**src/rtl/md_sequencer.sv**
```systemverilog
// Multiply/divide sequencer: pulls R-type mul/div out of X, drives the multicycle
// multdiv unit, stalls F/D, and writes the result back. Optional MD_TIMEOUT_EN adds a WAIT abort.
module md_sequencer #(
  parameter int unsigned TIMEOUT    = 64,
  parameter int unsigned STATUS_MUL = 4,
  parameter int unsigned STATUS_DIV = 5,
  parameter int unsigned STATUS_TMO = 6
) (
  input  logic        clock,
  input  logic        reset,
  input  logic [4:0]  op_x,
  input  logic [4:0]  alu_op_x,
  input  logic [4:0]  rd_x,
  input  logic        valid_x,
  input  logic [31:0] a_x,
  input  logic [31:0] b_x,
  output logic [31:0] md_a,
  output logic [31:0] md_b,
  output logic        md_mult,
  output logic        md_div,
  input  logic        md_ready,
  input  logic [31:0] md_result,
  input  logic        md_exception,
  input  logic        main_wb_active,
  output logic        stall_fd,
  output logic        flush_dx,
  output logic        wb_en,
  output logic [4:0]  wb_addr,
  output logic [31:0] wb_data,
  output logic        rs_write,
  output logic [31:0] rs_data,
  output logic        busy
);

  localparam logic [4:0] OP_RTYPE = 5'b00000;
  localparam logic [4:0] ALU_MUL  = 5'b00110;
  localparam logic [4:0] ALU_DIV  = 5'b00111;

  localparam logic [2:0] IDLE  = 3'd0;
  localparam logic [2:0] ISSUE = 3'd1;
  localparam logic [2:0] WAIT  = 3'd2;
  localparam logic [2:0] WB    = 3'd3;
`ifdef MD_TIMEOUT_EN
  localparam logic [2:0] ABORT = 3'd4;
  localparam int unsigned CNT_W = (TIMEOUT > 1) ? $clog2(TIMEOUT) : 1;
`endif

  if (TIMEOUT < 1) begin : g_bad_timeout
    $error("md_sequencer: TIMEOUT must be at least 1");
  end

  logic [2:0]  state;
  logic [2:0]  state_nxt;
  logic        is_mul;
  logic        is_div;
  logic        trigger;
  logic        wb_commit;
  logic [4:0]  pend_rd;
  logic        pend_mul;
  logic [31:0] pend_result;
  logic        pend_exc;
`ifdef MD_TIMEOUT_EN
  logic [CNT_W-1:0] wait_cnt;
  logic             wait_expired;
`endif

  // Trigger decode; gated by reset so nothing leaks out while reset is held.
  always_comb begin
    is_mul  = valid_x && (op_x == OP_RTYPE) && (alu_op_x == ALU_MUL);
    is_div  = valid_x && (op_x == OP_RTYPE) && (alu_op_x == ALU_DIV);
    trigger = reset && (state == IDLE) && (is_mul || is_div);
  end

`ifdef MD_TIMEOUT_EN
  assign wait_expired = (wait_cnt == CNT_W'(TIMEOUT - 1));
`endif

  always_ff @(posedge clock or negedge reset) begin
    if (!reset) begin
      state <= IDLE;
    end else begin
      state <= state_nxt;
    end
  end

  // Next state; md_ready takes priority over an expiring timeout.
  always_comb begin
    state_nxt = state;
    case (state)
      IDLE:  if (trigger) state_nxt = ISSUE;
      ISSUE: state_nxt = WAIT;
      WAIT: begin
        if (md_ready) begin
          state_nxt = WB;
`ifdef MD_TIMEOUT_EN
        end else if (wait_expired) begin
          state_nxt = ABORT;
`endif
        end
      end
      WB:    if (!main_wb_active) state_nxt = IDLE;
`ifdef MD_TIMEOUT_EN
      ABORT: state_nxt = IDLE;
`endif
      default: state_nxt = IDLE;
    endcase
  end

  // Operand capture, start pulses and result capture.
  always_ff @(posedge clock or negedge reset) begin
    if (!reset) begin
      md_a        <= '0;
      md_b        <= '0;
      md_mult     <= 1'b0;
      md_div      <= 1'b0;
      pend_rd     <= '0;
      pend_mul    <= 1'b0;
      pend_result <= '0;
      pend_exc    <= 1'b0;
    end else begin
      md_mult <= trigger && is_mul;
      md_div  <= trigger && is_div;
      if (trigger) begin
        md_a     <= a_x;
        md_b     <= b_x;
        pend_rd  <= rd_x;
        pend_mul <= is_mul;
      end
      if ((state == WAIT) && md_ready) begin
        pend_result <= md_result;
        pend_exc    <= md_exception;
      end
    end
  end

`ifdef MD_TIMEOUT_EN
  always_ff @(posedge clock or negedge reset) begin
    if (!reset) begin
      wait_cnt <= '0;
    end else if (state == WAIT) begin
      wait_cnt <= wait_cnt + CNT_W'(1);
    end else begin
      wait_cnt <= '0;
    end
  end
`endif

  // Pipeline control and write ports; the write lands in the first WB cycle the W stage is quiet.
  always_comb begin
    stall_fd  = trigger || (state != IDLE);
    flush_dx  = trigger;
    busy      = (state != IDLE);
    wb_commit = (state == WB) && !main_wb_active;
    wb_en     = wb_commit && !pend_exc && (pend_rd != 5'd0);
    wb_addr   = wb_en ? pend_rd : 5'd0;
    wb_data   = wb_en ? pend_result : 32'd0;
    rs_write  = wb_commit && pend_exc;
    rs_data   = 32'd0;
    if (rs_write) begin
      rs_data = pend_mul ? 32'(STATUS_MUL) : 32'(STATUS_DIV);
    end
`ifdef MD_TIMEOUT_EN
    if (state == ABORT) begin
      rs_write = 1'b1;
      rs_data  = 32'(STATUS_TMO);
    end
`endif
  end

endmodule

```
**config.mk**
```make
export PLATFORM = sky130hd
export DESIGN_NAME = md_sequencer
export DESIGN_NICKNAME = d
export VERILOG_FILES = /design/src/rtl/md_sequencer.sv
export SDC_FILE = /design/constraint.sdc
export NUM_CORES = 1
export LEC_CHECK = 0
export CORE_ASPECT_RATIO = 1.4
export CORE_MARGIN = 4
export CORE_UTILIZATION = 36
export DETAILED_ROUTE_END_ITERATION = 8
export PLACE_DENSITY = 0.77
export SLEW_MARGIN = 25
export SYNTH_ARGS = -nofsm -noshare
export SYNTH_HDL_FRONTEND = slang
export SYNTH_SLANG_ARGS = --single-unit
```
**constraint.sdc**
```tcl
create_clock -name clock -period 1.7 [get_ports clock]
set_input_delay 0.34 -clock clock [delete_from_list [all_inputs] [get_ports clock]]
set_output_delay 0.34 -clock clock [all_outputs]
set_load 0.1 [all_outputs]
```
### Word level (Yosys, flattened, before mapping)

Index checks and enable logic that the tools add are counted.

* bits of input ports: 117
* output and inout port bits: 140
* word-level logic and storage cells: 46
* register bits: 108

* mux-type cells: 8
* reduce and logical (&&, ||, !) cells: 21
* equality and inequality tests: 8

Operator list (number)
* 32-bit 2-to-1 mux: 1
* 1-bit logical AND: 12
* 3-bit 2-to-1 mux: 4
* 3-bit one-hot mux with 4 select lines: 1
* 5-bit by 3-bit == test with 1-bit output, second input constant: 2
* 3-bit by 2-bit == test with 1-bit output, second input constant: 2
* 2-bit != test, second input constant: 3
* 5-bit zero test: 1
* 5-bit 2-to-1 mux: 1
* 5-bit nonzero test: 1
* 3-bit by 1-bit == test with 1-bit output, second input constant: 1
* 3-bit zero test: 1
* 3-bit AND reduction: 1
* 3-bit nonzero test: 1
* 1-bit zero test: 2
* 1-bit logical OR: 2
* 1-bit 2-to-1 mux: 1

### Depth between registers and ports, before layout

Gate-level depths: netlist of the first run.

* depth after elaboration: 7
* mapped depth: 8
* mapped depth without buffers: 6

### Worst setup path after synthesis of the first run

Ideal clock, no wire load.

* kind: register -> output
* start point: register state[1]
* end point: output rs_data[0]
* stages on the path, launching flop included: 4
* path slack: -0.863 ns
* arrival time: 2.223 ns
* data required time: 1.360 ns
* path buffers: 0
* path through: dfrtp_1 -> ha_1 -> and3b_1 -> and2_1

* word-level cells in the longest chain between the ends: 4

Ends and longest elaborated chain
* start: declaration: RTL line 52 `logic [2:0] state;`
* start signal: assignment: RTL line 82 `state <= state_nxt;`
* 3-bit by 2-bit == test with 1-bit output: RTL line 153 `wb_commit = (state == WB) && !main_wb_active;`
* 1-bit logical AND: RTL line 153
* 1-bit logical AND: RTL line 157 `rs_write = wb_commit && pend_exc;`
* net rs_write: RTL line 30 `output logic rs_write,`
* 3-bit 2-to-1 mux: RTL line 159 `if (rs_write) begin`
* end: declaration: RTL line 31 `output logic [31:0] rs_data,`

The timed path passes the listed nets, and every way through them passes these cells.

### Worst setup path in the final report of the first run

* start point: register pend_rd[1]
* end point: output wb_data[17]

* word-level cells in the longest chain between the ends: 3

Ends and longest elaborated chain
* start: declaration: RTL line 58 `logic [4:0] pend_rd;`
* start signal: assignment: RTL line 126 `pend_rd <= rd_x;`
* 5-bit nonzero test: RTL line 154 `wb_en = wb_commit && !pend_exc && (pend_rd != 5'd0);`
* 1-bit logical AND: RTL line 154
* 32-bit 2-to-1 mux: RTL line 156 `wb_data = wb_en ? pend_result : 32'd0;`
* end: declaration: RTL line 29 `output logic [31:0] wb_data,`

No other way between the ends.

==> results.md, run 1 <==
* Post-synth cell types at 25
* DR vias at 3464
* First-pass GRT wire length at 22.1 mm
* Most common flop cell mapped by yosys: dfrtp_1
* Critical path fanouts, max at 17
* Initial core utilization at 36.5%
* Longest Clk Path Bufs at 2
* GRT met3 Usage at 4.66%
* Synth top area share at 55.1%
* Post-route ant nets at 0
* Fin crit share at 136%
* Max Cap Viol at 0
* Top-count cell post-synth: dfrtp_1
* Net count, final at 720
* Tmin final at 2.31 ns
* Outcome: complete, but fails checks
* Core footprint at 13300 um^2
* Final hold vios at 0
* Final WS setup at -0.612 ns
* Root buffer cell: clkbuf_16
* Met2 usage at 36.4%
* Static Leak at 0.00448 uW
* Die area at 15400 um^2
* Vias per inst at 4.40
* Arrival time at the worst endpoint at 1.97 ns
* Seq cells post-synth at 107
* Hold/Removal Path Class: in2async
* Top cell type by total area after synthesis: dfrtp_1
* Crit. End Element: output port
* Gpl congestion at 0.754
* Share of cells above drive strength 1 at 56.9%
* F_max at 0.432 GHz
* Ys async rst share at 100%
* Avg Inst Size Synth at 15.1 um^2
* Max-slew violation count at 0
* Pre-CTS setup slack at -0.486 ns
* Cts bufs inserted at 9
* Ys Warns at 0
* PortBufs at 226
* Power Dens Cells at 875 nW/um^2
* Violations in the final reports: setup timing
* ANT cells at 0
* GRT Total Usage at 18.4%
* Clk_lat worst skew at 0.34 ns
* Area Growth Syn to Fin at 94.8%
* Crit path kind: reg2out
* # DRC at 0
* Final Non-Filler Cells at 787
* Max Clock Skew at 0.00685 ns
* Post-detail-place hpwl at 10.9 mm
* CTS Hold Bufs at 0
* CP startpoint kind: flop
* Commonest cells post-synth: dfrtp_1, mux2_2, mux2_4
* Total gr overflow at 0
* Cells after synthesis at 322
* First-pass DRT Iterations at 4
* Routed WL per cell at 18.6 um
* Post-synth EDFFs at 0
* Placed cell count at 739
* # clock sinks at 107
* H-tree Lvls at 3
* Gr busiest metal: met2
* Vias in the first global route at 4054
* Met1 Use GR at 17.8%
* Pin count of the biggest net entering global routing at 72
* Initial antenna violation count at 0
* Core Rows at 50
* Sequential area share after synthesis at 55.1%
* Die X at 106 um
* RSZ-0062 raised after global routing: true
* Post-Route WL at 14.7 mm
* Netlist Area Pre-Place at 4860 um^2
* Synth area leaders: dfrtp_1, mux2_4, mux2_2
* Drt first-iter violations at 72
* Die height at 145 um
* CP required at 1.36 ns
* Clock slew seen by the registers of the worst setup and hold paths at 0.07 ns
* Final setup violation count at 117
* CTS tree: yes
* I/O pin count at 257
* Fin util at 71.0%
* Peak supply drop at 535 uV
==> per-stage QoR <==
stage / power, uW / setup TNS (ns) / cell area, um^2 / hold slack [ns]
2_1_floorplan: 4770 / -5.13 / 5040 / 0.0444
3_3_place_gp: 5550 / -45.20 / 8520 / 0.435
3_5_place_dp: 5660 / -49.19 / 8520 / 0.443
4_1_cts: 8180 / -38.59 / 9180 / 0.0644
5_1_grt: 8660 / -45.65 / 9470 / 0.0808
6_report: 8290 / -38.16 / 9470 / 0.0526
==> cell usage in the layout (no fill, tap or decap), types with 2 or more instances in the layout <==
master,count
inv_6,2
buf_12,116
inv_4,3
dfrtp_1,107
buf_16,5
buf_8,6
ha_2,2
clkdlybuf4s50_1,115
mux2_2,55
conb_1,30
bufinv_16,2
and2_4,38
clkbuf_16,13
buf_4,17
inv_1,3
clkinv_4,2
mux2_4,48
buf_6,20
nand2_4,2
==> kinds of logic (layout without fill, tap and decap cells) <==
kind of cell | Yosys count | after routing | share of synthesized area (%)
AOI/OAI and AO/OA | 5 | 5 | 0.747
adders and majority gates | 3 | 3 | 0.772
buffers and inverters | 52 | 306 | 7.93
DFF | 107 | 107 | 55.1
muxes | 103 | 103 | 27.3
other | 1 | 30 | 0.0772
and+or+nand+nor | 51 | 51 | 8.03
==> final cells by class <==
type                            count  area, um^2
Multi-Input combinational cell    192        2030
Fill cell                         888        3860
Clock inverter                      6        95.1
Inverter                            7        37.5
Timing Repair Buffer              283        4150
Clock buffer                       10         239
Sequential cell                   107        2680
Tap cell                          182         228
==> flip-flops by register name, indices dropped and copies added (netlist names) <==
register and cells:
md_b 32, pend_result 32, pend_exc 1, md_mult 1, md_a 32, md_div 1, pend_rd 5, pend_mul 1
state 2
==> where the power goes <==
group | internal [uW] | leakage (uW) | total, uW | switching, uW
Clock | 1350 | 0.000164 | 2310 | 960
Combinational | 1380 | 0.00290 | 2720 | 1340
Sequential | 3000 | 0.00141 | 3260 | 263
==> path summary, 6_finish.rpt <==
| check | start | end | slack (ns) | cells past startpoint |
|---|---|---|---|---|
| min in group clock | pend_result[18] | pend_result[18] | 0.51 | 1 |
| setup / recovery | pend_rd[1] | wb_data[17] | -0.61 | 5 |
| setup reg to reg | state[1] | md_a[16] | -0.34 | 11 |
| hold / removal | reset | md_a[29] | 0.05 | 2 |
| max in group asynchronous | reset | md_b[26] | 0.56 | 4 |
| hold reg to reg | pend_result[18] | pend_result[18] | 0.51 | 1 |
==> metal layers <==
| metal | part of all wire, % | up-vias |
|---|---|---|
| met1 | 32 | 1711 |
| met4 | 2.1 | 0 |
| met3 | 7.0 | 18 |
| li1 | - | 1582 |
| met2 | 59 | 153 |
| met5 | 0 | - |
==> worst max-delay path, cell delays in order, from the launching register on <==
cell and delay, ns:
dfrtp_1 0.38, or4_4 0.53, o21a_4 0.24, buf_12 0.15, and2_4 0.16, buf_12 0.16
==> timing repair <==
| item | in CTS | in global routing |
|---|---|---|
| cloned | 4 | 5 |
| pin swaps | 2 | 15 |
| resized for setup | 38 | 35 |
| buffers inserted | 13 | 15 |
| endpoints found under the setup margin | 80 | 149 |
Note: power is estimated with default switching activity, not from simulation.
==> inputs of run 2 (changes only) <==
--- a/config.mk
+++ b/config.mk
@@ -9,6 +9,7 @@
 export CORE_MARGIN = 4
 export CORE_UTILIZATION = 36
 export DETAILED_ROUTE_END_ITERATION = 8
+export MAX_ROUTING_LAYER = met4
 export PLACE_DENSITY = 0.77
 export SLEW_MARGIN = 25
 export SYNTH_ARGS = -nofsm -noshare
==> results.md, run 2 (synthesized netlist as in run 1, its figures left out) <==
* F_max at 0.433 GHz (about the same)
* Fin crit share at 136% (about the same)
* CTS tree: yes
* Max Clock Skew at 0.00681 ns (-0.0000395 ns)
* I/O pin count at 257 (unchanged)
* Static Leak at 0.00449 uW (+0.30%)
* Post-place instance area at 8520 um^2 (unchanged)
* ANT cells at 0 (unchanged)
* Vias in the first global route at 4053 (-0.025%)
* Final hold vios at 0 (unchanged)
* First-pass DRT Iterations at 4 (unchanged)
* Reg2Reg Depth at 11 (unchanged)
* # fillers at 884 (-0.45%)
* Post-route ant nets at 0 (unchanged)
* Peak supply drop at 534 uV (-0.16%)
* CTS Hold Bufs at 0 (unchanged)
* RR Endpoint: md_a[12]
* Gpl congestion at 0.764 (+1.3%)
* Setup crit end: wb_data[17]
* Critical R2R Launch: state[1]
* Share of cells above drive strength 1 at 56.9% (+0.071 points)
* Total gr overflow at 0 (unchanged)
* First-pass GRT wire length at 22.1 mm (about the same)
* Routed WL per cell at 18.6 um (-0.43%)
* CP startpoint: pend_rd[1]
* Final Non-Filler Cells at 788 (+0.13%)
* Highest-count cells in the layout ignoring fill and taps: buf_12, clkdlybuf4s50_1, dfrtp_1, mux2_2, mux2_4
* CP required at 1.36 ns (about the same)
* Core Rows at 50 (unchanged)
* Tmin final at 2.31 ns (-0.00205 ns)
* PortBufs at 226 (unchanged)
* Violations in the final reports: setup timing
* Most common cell after layout, fill and taps aside: buf_12
* Area Growth Syn to Fin at 95.4%
* Final WS setup at -0.610 ns (+0.00205 ns)
* Max Cap Viol at 0 (unchanged)
* Pin count of the biggest net entering global routing at 72 (unchanged)
* Drt first-iter violations at 55 (-24%)
* Cts bufs inserted at 9 (unchanged)
* Hold/Removal Path Class: in2async
* Final setup violation count at 117 (unchanged)
* Worst reg-to-reg setup slack at -0.39 ns (-0.05 ns)
* # clock sinks at 107 (unchanged)
* GRT Total Usage at 19.0% (+0.57 points)
* Post-Route WL at 14.6 mm (-0.31%)
* Crit. End Element: output port
* Post-detail-place hpwl at 10.9 mm (unchanged)
* CP startpoint kind: flop
* Placed cell count at 739 (unchanged)
* Clock slew seen by the registers of the worst setup and hold paths at 0.07 ns (about the same)
* DR vias at 3445 (-0.55%)
* Net count, final at 721 (+0.14%)
* Root buffer cell: clkbuf_16
* H-tree Lvls at 3 (unchanged)
* Critical path fanouts, max at 17 (unchanged)
* RSZ-0062 raised after global routing: true
* Clk_lat worst skew at 0.34 ns (about the same)
* Max-slew violation count at 0 (unchanged)
* Arrival time at the worst endpoint at 1.97 ns (about the same)
* Die area at 15400 um^2 (unchanged)
* Die X at 106 um (unchanged)
* Die height at 145 um (unchanged)
* Final instance area at 9490 um^2 (+0.30%)
* # DRC at 0 (unchanged)
* Power Dens Cells at 872 nW/um^2 (-0.36%)
* Initial antenna violation count at 0 (unchanged)
* Biggest regs: md_a: 32 flops, md_b: 32 flops, pend_result: 32 flops
* Crit path kind: reg2out
* Vias per inst at 4.37 (-0.67%)
* Longest Clk Path Bufs at 2 (unchanged)
* Outcome: complete, but fails checks
* Core footprint at 13300 um^2 (unchanged)
* Initial core utilization at 36.5% (unchanged)
==> run 2: per-stage QoR <==
| stage | power [uW] | util (%) | TNS (ns) | hold slack, ns | setup slack [ns] |
|---|---|---|---|---|---|
| global route | 8660 | 71.2 | -47.49 | 0.0833 | -0.661 |
| CTS | 8180 | 68.9 | -38.59 | 0.0644 | -0.640 |
| finish | 8280 | 71.2 | -39.93 | 0.0517 | -0.610 |
| floorplan | 4770 | - | -5.13 | 0.0444 | -0.209 |
| global placement | 5550 | 63.9 | -45.20 | 0.435 | -0.461 |
| detailed placement | 5660 | 63.9 | -49.19 | 0.443 | -0.486 |
==> run 2: cell type report <==
cell class | instances | area (um^2) | share of cell area (%)
multi-input cells | 192 | 2030 | 21.4
flip-flops and latches | 107 | 2680 | 28.2
repair buffers | 284 | 4190 | 44.1
clock inverters | 6 | 95.1 | 1.00
well taps | 182 | 228 | 2.40
inverters | 7 | 37.5 | 0.395
clock buffers | 10 | 239 | 2.52
==> run 2: how the worst min path moves through the flow <==
stage / start / endpoint / cells after the start
6_report: reset / md_a[29] / 2
5_1_grt: reset / md_a[29] / 2
4_1_cts: reset / md_a[29] / 2
3_5_place_dp: reset / md_b[0] / 2
3_3_place_gp: reset / md_b[22] / 2
2_1_floorplan: reset / md_a[0] / 0
==> run 2: what timing repair did <==
action	4_1_cts	5_1_grt
endpoints found under the setup margin	80	149
resized for setup	38	33
pin swaps	2	15
gates cloned	4	5
setup buffers	13	15
hold endpoints to repair	0	0
==> run 2: critical path, cell delays in order, from the launching register on <==
cell     delay (ns)
dfrtp_1        0.38
or4_4          0.53
o21a_4         0.24
buf_12         0.15
and2_4         0.16
buf_12         0.16
==> run 2: where the power goes <==
part | internal (uW) | switching, uW
Clock | 1350 | 954
Combinational | 1380 | 1350
Sequential | 3000 | 261
Total | 5720 | 2560
==> run 2: metal layers <==
metal | vias up | share of wire (%) | GRT usage [%]
met5 | - | 0 | -
met4 | 0 | 1.9 | 6.87
met3 | 16 | 5.8 | 3.64
met2 | 153 | 59 | 36.6
met1 | 1697 | 33 | 18.4
li1 | 1579 | - | -
==> inputs of run 3 (changes only) <==
--- a/config.mk
+++ b/config.mk
@@ -7,10 +7,11 @@
 export LEC_CHECK = 0
 export CORE_ASPECT_RATIO = 1.4
 export CORE_MARGIN = 4
-export CORE_UTILIZATION = 36
+export CORE_UTILIZATION = 55
 export DETAILED_ROUTE_END_ITERATION = 8
+export DONT_BUFFER_PORTS = 1
 export MAX_ROUTING_LAYER = met4
-export PLACE_DENSITY = 0.77
+export PLACE_DENSITY = 0.79
 export SLEW_MARGIN = 25
 export SYNTH_ARGS = -nofsm -noshare
 export SYNTH_HDL_FRONTEND = slang
==> results.md, run 3 (synthesized netlist as in run 1, its figures left out) <==
* Max-slew violation count at 0 (unchanged)
* # fillers at 535 (-39%)
* Internal power at 5520 uW (-3.4%)
* Post-detail-place hpwl at 8.01 mm (-26%)
* Crit path kind: reg2out
* Pre-CTS setup slack at -0.189 ns (+0.297 ns)
* Final hold vios at 107 (+107)
* # DRC at 0 (unchanged)
* Final WS setup at -0.541 ns (+0.0689 ns)
* Vias per inst at 5.22 (+19%)
* Psw at 2420 uW (-5.4%)
* Highest-count cells in the layout ignoring fill and taps: dfrtp_1, buf_4, mux2_4, mux2_2, and2_4
* Switching Share at 30.5% (-0.44 points)
* Fin crit share at 132% (-4.1 points)
* Worst-Margin Slew at 0.930 ns
* CP startpoint kind: flop
* Max Clock Skew at 0.00816 ns (+0.00135 ns)
* Share of cells above drive strength 1 at 65.4% (+8.5 points)
* Die height at 119 um (-18%)
* Root buffer cell: clkbuf_16
* Reg2Reg Depth at 10 (-1)
* DR vias at 2813 (-18%)
* Net count, final at 550 (-24%)
* Outcome: complete, but fails checks
* CTS tree: yes
* Initial core utilization at 56.5% (+20 points)
* First-pass DRT Iterations at 4 (unchanged)
* Critical R2R Launch: state[1]
* First-pass GRT wire length at 16.5 mm (-25%)
* Combinational share of power at 31.2% (-1.7 points)
* Max Cap Viol at 0 (unchanged)
* Worst path max stage delay at 0.53 ns (about the same)
* Met1 Use GR at 22.5% (+4.0 points)
* Most common cell after layout, fill and taps aside: dfrtp_1
* Power Dens Cells at 1200 nW/um^2 (+37%)
* # clock sinks at 107 (unchanged)
* Hold/Removal Path Class: in2async
* Critical-path cell list: or4_4 > o21a_4 > buf_12 > and2_4
* I/O pin count at 257 (unchanged)
* Core footprint at 8610 um^2 (-35%)
* Clk_lat worst skew at 0.34 ns (about the same)
* Hold_ws at -0.312 ns (-0.364 ns)
* Longest Clk Path Bufs at 2 (unchanged)
* Post-route ant nets at 0 (unchanged)
* Seq pwr share at 41.4% (+2.1 points)
* Arrival time at the worst endpoint at 1.90 ns (-0.07 ns)
* Critical path fanouts, max at 10 (-7)
* Pin count of the biggest net entering global routing at 109 (+51%)
* Gr busiest metal: met2
* Met2 usage at 37.7% (+1.1 points)
* Final setup violation count at 115 (-1.7%)
* GRT Total Usage at 21.8% (+2.7 points)
* Post-Route WL at 11.4 mm (-22%)
* Routed WL per cell at 21.1 um (+13%)
* F_max at 0.446 GHz (+3.1%)
* Static Leak at 0.00351 uW (-22%)
* Die area at 10400 um^2 (-33%)
* Normalized max-slew margin at 38.0%
* CP required at 1.36 ns (about the same)
* Die X at 87.4 um (-18%)
* Crit. End Element: output port
* Core Rows at 40 (-20%)
* Cts bufs inserted at 9 (unchanged)
* Drt first-iter violations at 110 (+100%)
* GRT met3 Usage at 6.16% (+2.5 points)
* Clock power frac at 27.3% (-0.5 points)
* Clock slew seen by the registers of the worst setup and hold paths at 0.07 ns (about the same)
* Gpl congestion at 0.737 (-3.5%)
* Slowest-stage cell, CP: or4_4
* Total gr overflow at 0 (unchanged)
* Vias in the first global route at 3148 (-22%)
* RSZ-0062 raised after global routing: true
* PortBufs at 0 (-100%)
* Initial antenna violation count at 0 (unchanged)
* Tmin final at 2.24 ns (-0.0689 ns)
* Biggest regs: md_a: 32 flops, md_b: 32 flops, pend_result: 32 flops
* Area Growth Syn to Fin at 36.7%
* ANT cells at 0 (unchanged)
* H-tree Lvls at 3 (unchanged)
* Violations in the final reports: hold timing, setup timing
* CP startpoint: pend_rd[1]
* Peak supply drop at 787 uV (+47%)
[run 3: cell count changes in the layout (fill, tap and decap cells not counted), sizes merged]
cell | previous run | this run
clkdlybuf4s50 | 115 | 0
buf | 165 | 110
clkbuf | 14 | 16
clkinv | 2 | 0
inv | 8 | 6
[run 3: repair_timing]
action,in CTS,in global routing
cloned,8,3
resized for setup,48,25
endpoints found under the setup margin,114,149
pin swaps,6,12
hold endpoints to repair,107,107
setup buffers,16,8
[run 3: final timing paths]
check / slack, ns / end
setup / recovery: -0.54 / wb_data[18]
hold / removal: -0.31 / pend_result[14]
setup reg to reg: -0.42 / md_a[15]
hold reg to reg: 0.50 / pend_result[31]
max in group asynchronous: 1.87 / md_mult
min in group clock: 0.07 / md_mult
[run 3: layout make-up]
type	count	area, um^2	area share [%]
inverter	7	37.5	0.565
multi-input combinational	192	2080	31.3
sequential	107	2680	40.3
clock buffer	13	250	3.77
tap	105	131	1.98
timing repair buffer	113	1410	21.2
clock inverter	2	60.1	0.904
[run 3: critical path, delay by kind of cell (launching register included)]
kind            cells  cell delay (ns)
compound gates      1             0.24
buf+inv             1             0.14
simple gates        2             0.78
flops               1             0.38
[run 3: power by group through the flow]
stage,clock network (uW),registers (uW),logic [uW]
floorplan,0,3340,1430
global placement,0,3300,1810
detailed placement,0,3330,1860
CTS,2220,3270,2190
global route,2330,3340,2610
finish,2170,3290,2480
[run 3: layer usage]
| metal | vias up | share of wire (%) |
|---|---|---|
| li1 | 1245 | - |
| met5 | - | 0 |
| met3 | 28 | 8.9 |
| met4 | 0 | 3.2 |
| met1 | 1367 | 33 |
| met2 | 173 | 55 |
[run 3: through the flow]
stage	util, %	power (uW)	cells	TNS, ns	area (um^2)
after floorplan	-	4770	351	-5.13	5040
after global placement	66.1	5110	499	-7.59	5690
after detailed placement	66.1	5190	499	-10.83	5690
after CTS	75.7	7680	536	-42.27	6510
after global routing	77.2	8280	539	-49.70	6640
final	77.2	7950	539	-42.10	6640
==> patch: new RTL, settings of run 2 <==
The option `MD_TIMEOUT_EN` is turned on by a define.
--- a/src/rtl/md_sequencer.sv
+++ b/src/rtl/md_sequencer.sv
@@ -2,2 +2,4 @@
 // multdiv unit, stalls F/D, and writes the result back. Optional MD_TIMEOUT_EN adds a WAIT abort.
+`define MD_TIMEOUT_EN
+
 module md_sequencer #(
Formal check against the unedited RTL: same outputs for any inputs over 10 cycles, from zero or initial values and one cycle with reset low; that may be too few to reach the edited logic, so the function may still have changed.
==> patch against run 2 <==
  * The run still ends with setup timing left
  * Register-to-register slack worse by 0.02 ns
  * Sequential cell count rose by 7
  * Die area grew 6.9%
  * Combinational power increased by 18%
  * Global-route usage is 0.39 points higher
  * Largest power group is now clock
  * Critical endpoint is now rs_write
  * Maximum frequency is 3.7% higher
  * Setup slack better by 0.082 ns
  * First-iteration DRC count rose to 2.5 times the old value
  * Synthesized area is 7.4% higher
  * Design area up 6.3%
  * Total power increased by 28%
  * Hold slack improved by 0.050 ns
  * Wire length up 7.5%
==> patch: results (changes against run 2) <==
| Metric | Value |
|---|---|
| Status | `finished, violations left` |
| Failing checks | `setup timing` |
| Crit path max fanout | `2 (-15)` |
| Internal power | `7.50 mW (+31%)` |
| Grt met1 use | `0.201 (+0.0162)` |
| Number of port buffers | `227 (+0.44%)` |
| DRT iter0 DRCs | `138 (+150%)` |
| R2R Setup Slk | `-0.41 ns (-0.02 ns)` |
| Setup-failing EPs final | `148 (+26%)` |
| Compound-Gate Fraction of Synth Area | `0.00791 (+0.000447)` |
| Post-synthesis cell count | `353 (+9.6%)` |
| Worst setup margin | `-0.529 ns (+0.0816 ns)` |
| Largest net degree at the start of global routing | `82 (+14%)` |
| Leak | `4.80 nW (+6.7%)` |
| Initial antenna violation count | `2 (+2)` |
| Min Hold Slack | `0.102 ns (+0.0504 ns)` |
| Placed Cells | `770 (+4.2%)` |
| Post-route setup TNS | `-48.84 ns (-8.90 ns)` |
| First-pass GRT wire length | `23.4 mm (+5.7%)` |
| Post-synthesis mux area share | `0.274 (+0.000431)` |
| Synth top cells by count | `dfrtp_1 (114), mux2_4 (69), and2_1 (39)` |
| H-Tree Depth | `4 (+1)` |
| Met2 Usage GRT | `0.345 (-0.0211)` |
| DP Worst Slack | `-0.517 ns (-0.0311 ns)` |
| Final wirelength | `15.7 mm (+7.5%)` |
| Fillcell total | `904 (+2.3%)` |
| Dominant cells by area after synthesis | `dfrtp_1 (55%), mux2_4 (20%), mux2_2 (7.1%), and2_1 (4.7%), buf_4 (4.3%)` |
| Gpl congestion | `0.735 (-3.8%)` |
| Total track usage | `0.194 (+0.00393)` |
| Vias in the first global route | `4,316 (+6.5%)` |
| Crit-path max cell delay | `0.41 ns (-0.12 ns)` |
| Worst-Skew Late Latency | `0.40 ns (+0.06 ns)` |
| Placed Area | `8920 µm² (+4.8%)` |
| Sequential fraction of the synthesis area | `0.547 (-0.00422)` |
| Adder-cell area share of the yosys netlist | `0.00240 (-0.00533)` |
| M3 GR Usage | `0.0669 (+0.0305)` |
| Setup Skew | `0.0160 ns (+0.00921 ns)` |
==> patch: changes by cell type after synthesis, sizes merged, moves of 2 or more <==
cell	run 2	this run
dfrtp	107	114
nor2	3	10
buf	45	41
clkbuf	0	3
nand3	1	4
ha	3	1
nand4	0	2
nor3	0	2
xor2	0	2
==> patch: metal layers <==
| layer | vias up | part of all wire |
|---|---|---|
| met2 | 173 | 0.55 |
| li1 | 1698 | - |
| met3 | 23 | 0.086 |
| met4 | 0 | 0.020 |
| met1 | 1819 | 0.34 |
| met5 | - | 0 |
==> patch: path summary, 6_finish.rpt <==
| path | from | end | cells after the start |
|---|---|---|---|
| setup / recovery | state[2] | rs_write | 6 |
| hold / removal | reset | pend_rd[3] | 3 |
| setup reg to reg | state[2] | pend_result[16] | 9 |
| hold reg to reg | wait_cnt[0] | wait_cnt[0] | 1 |
| max in group asynchronous | reset | md_a[24] | 3 |
| min in group clock | main_wb_active | state[1] | 3 |
==> patch: cell type report <==
cell class	count	area, µm²	area share
clock buffers	24	492	0.0487
diodes	2	5.00	0.000496
well taps	185	231	0.0229
multi-input cells	216	2410	0.239
clock inverters	8	149	0.0148
flip-flops and latches	114	2860	0.283
inverters	7	26.3	0.00260
repair buffers	271	3920	0.389
==> patch: cell families after synthesis <==
logic type / count (synthesis)
flops: 114
mux: 104
simple gates: 72
buf+inv: 51
compound gates: 7
xor+xnor: 3
fa+ha+maj: 1
other cells: 1
==> patch: timing repair <==
action,CTS,global route
setup endpoints to repair,78,147
gates resized for setup,55,19
pin swaps,8,6
gates cloned,5,0
setup buffers,13,8
==> patch: power groups by stage <==
stage / Sequential, mW / Combinational [mW] / Clock [mW]
final: 3.55 / 3.20 / 3.84
after global routing: 3.60 / 3.35 / 4.04
after CTS: 3.53 / 3.07 / 3.91
after detailed placement: 3.56 / 2.33 / 0
after global placement: 3.52 / 2.25 / 0
after floorplan: 3.61 / 1.44 / 0
==> patch: critical path: cells and delay by family, from the launching register on <==
family / cells / cell delay, ns
buffers and inverters: 3 / 0.46
flip-flops: 1 / 0.41
AND/OR/NAND/NOR: 3 / 0.62
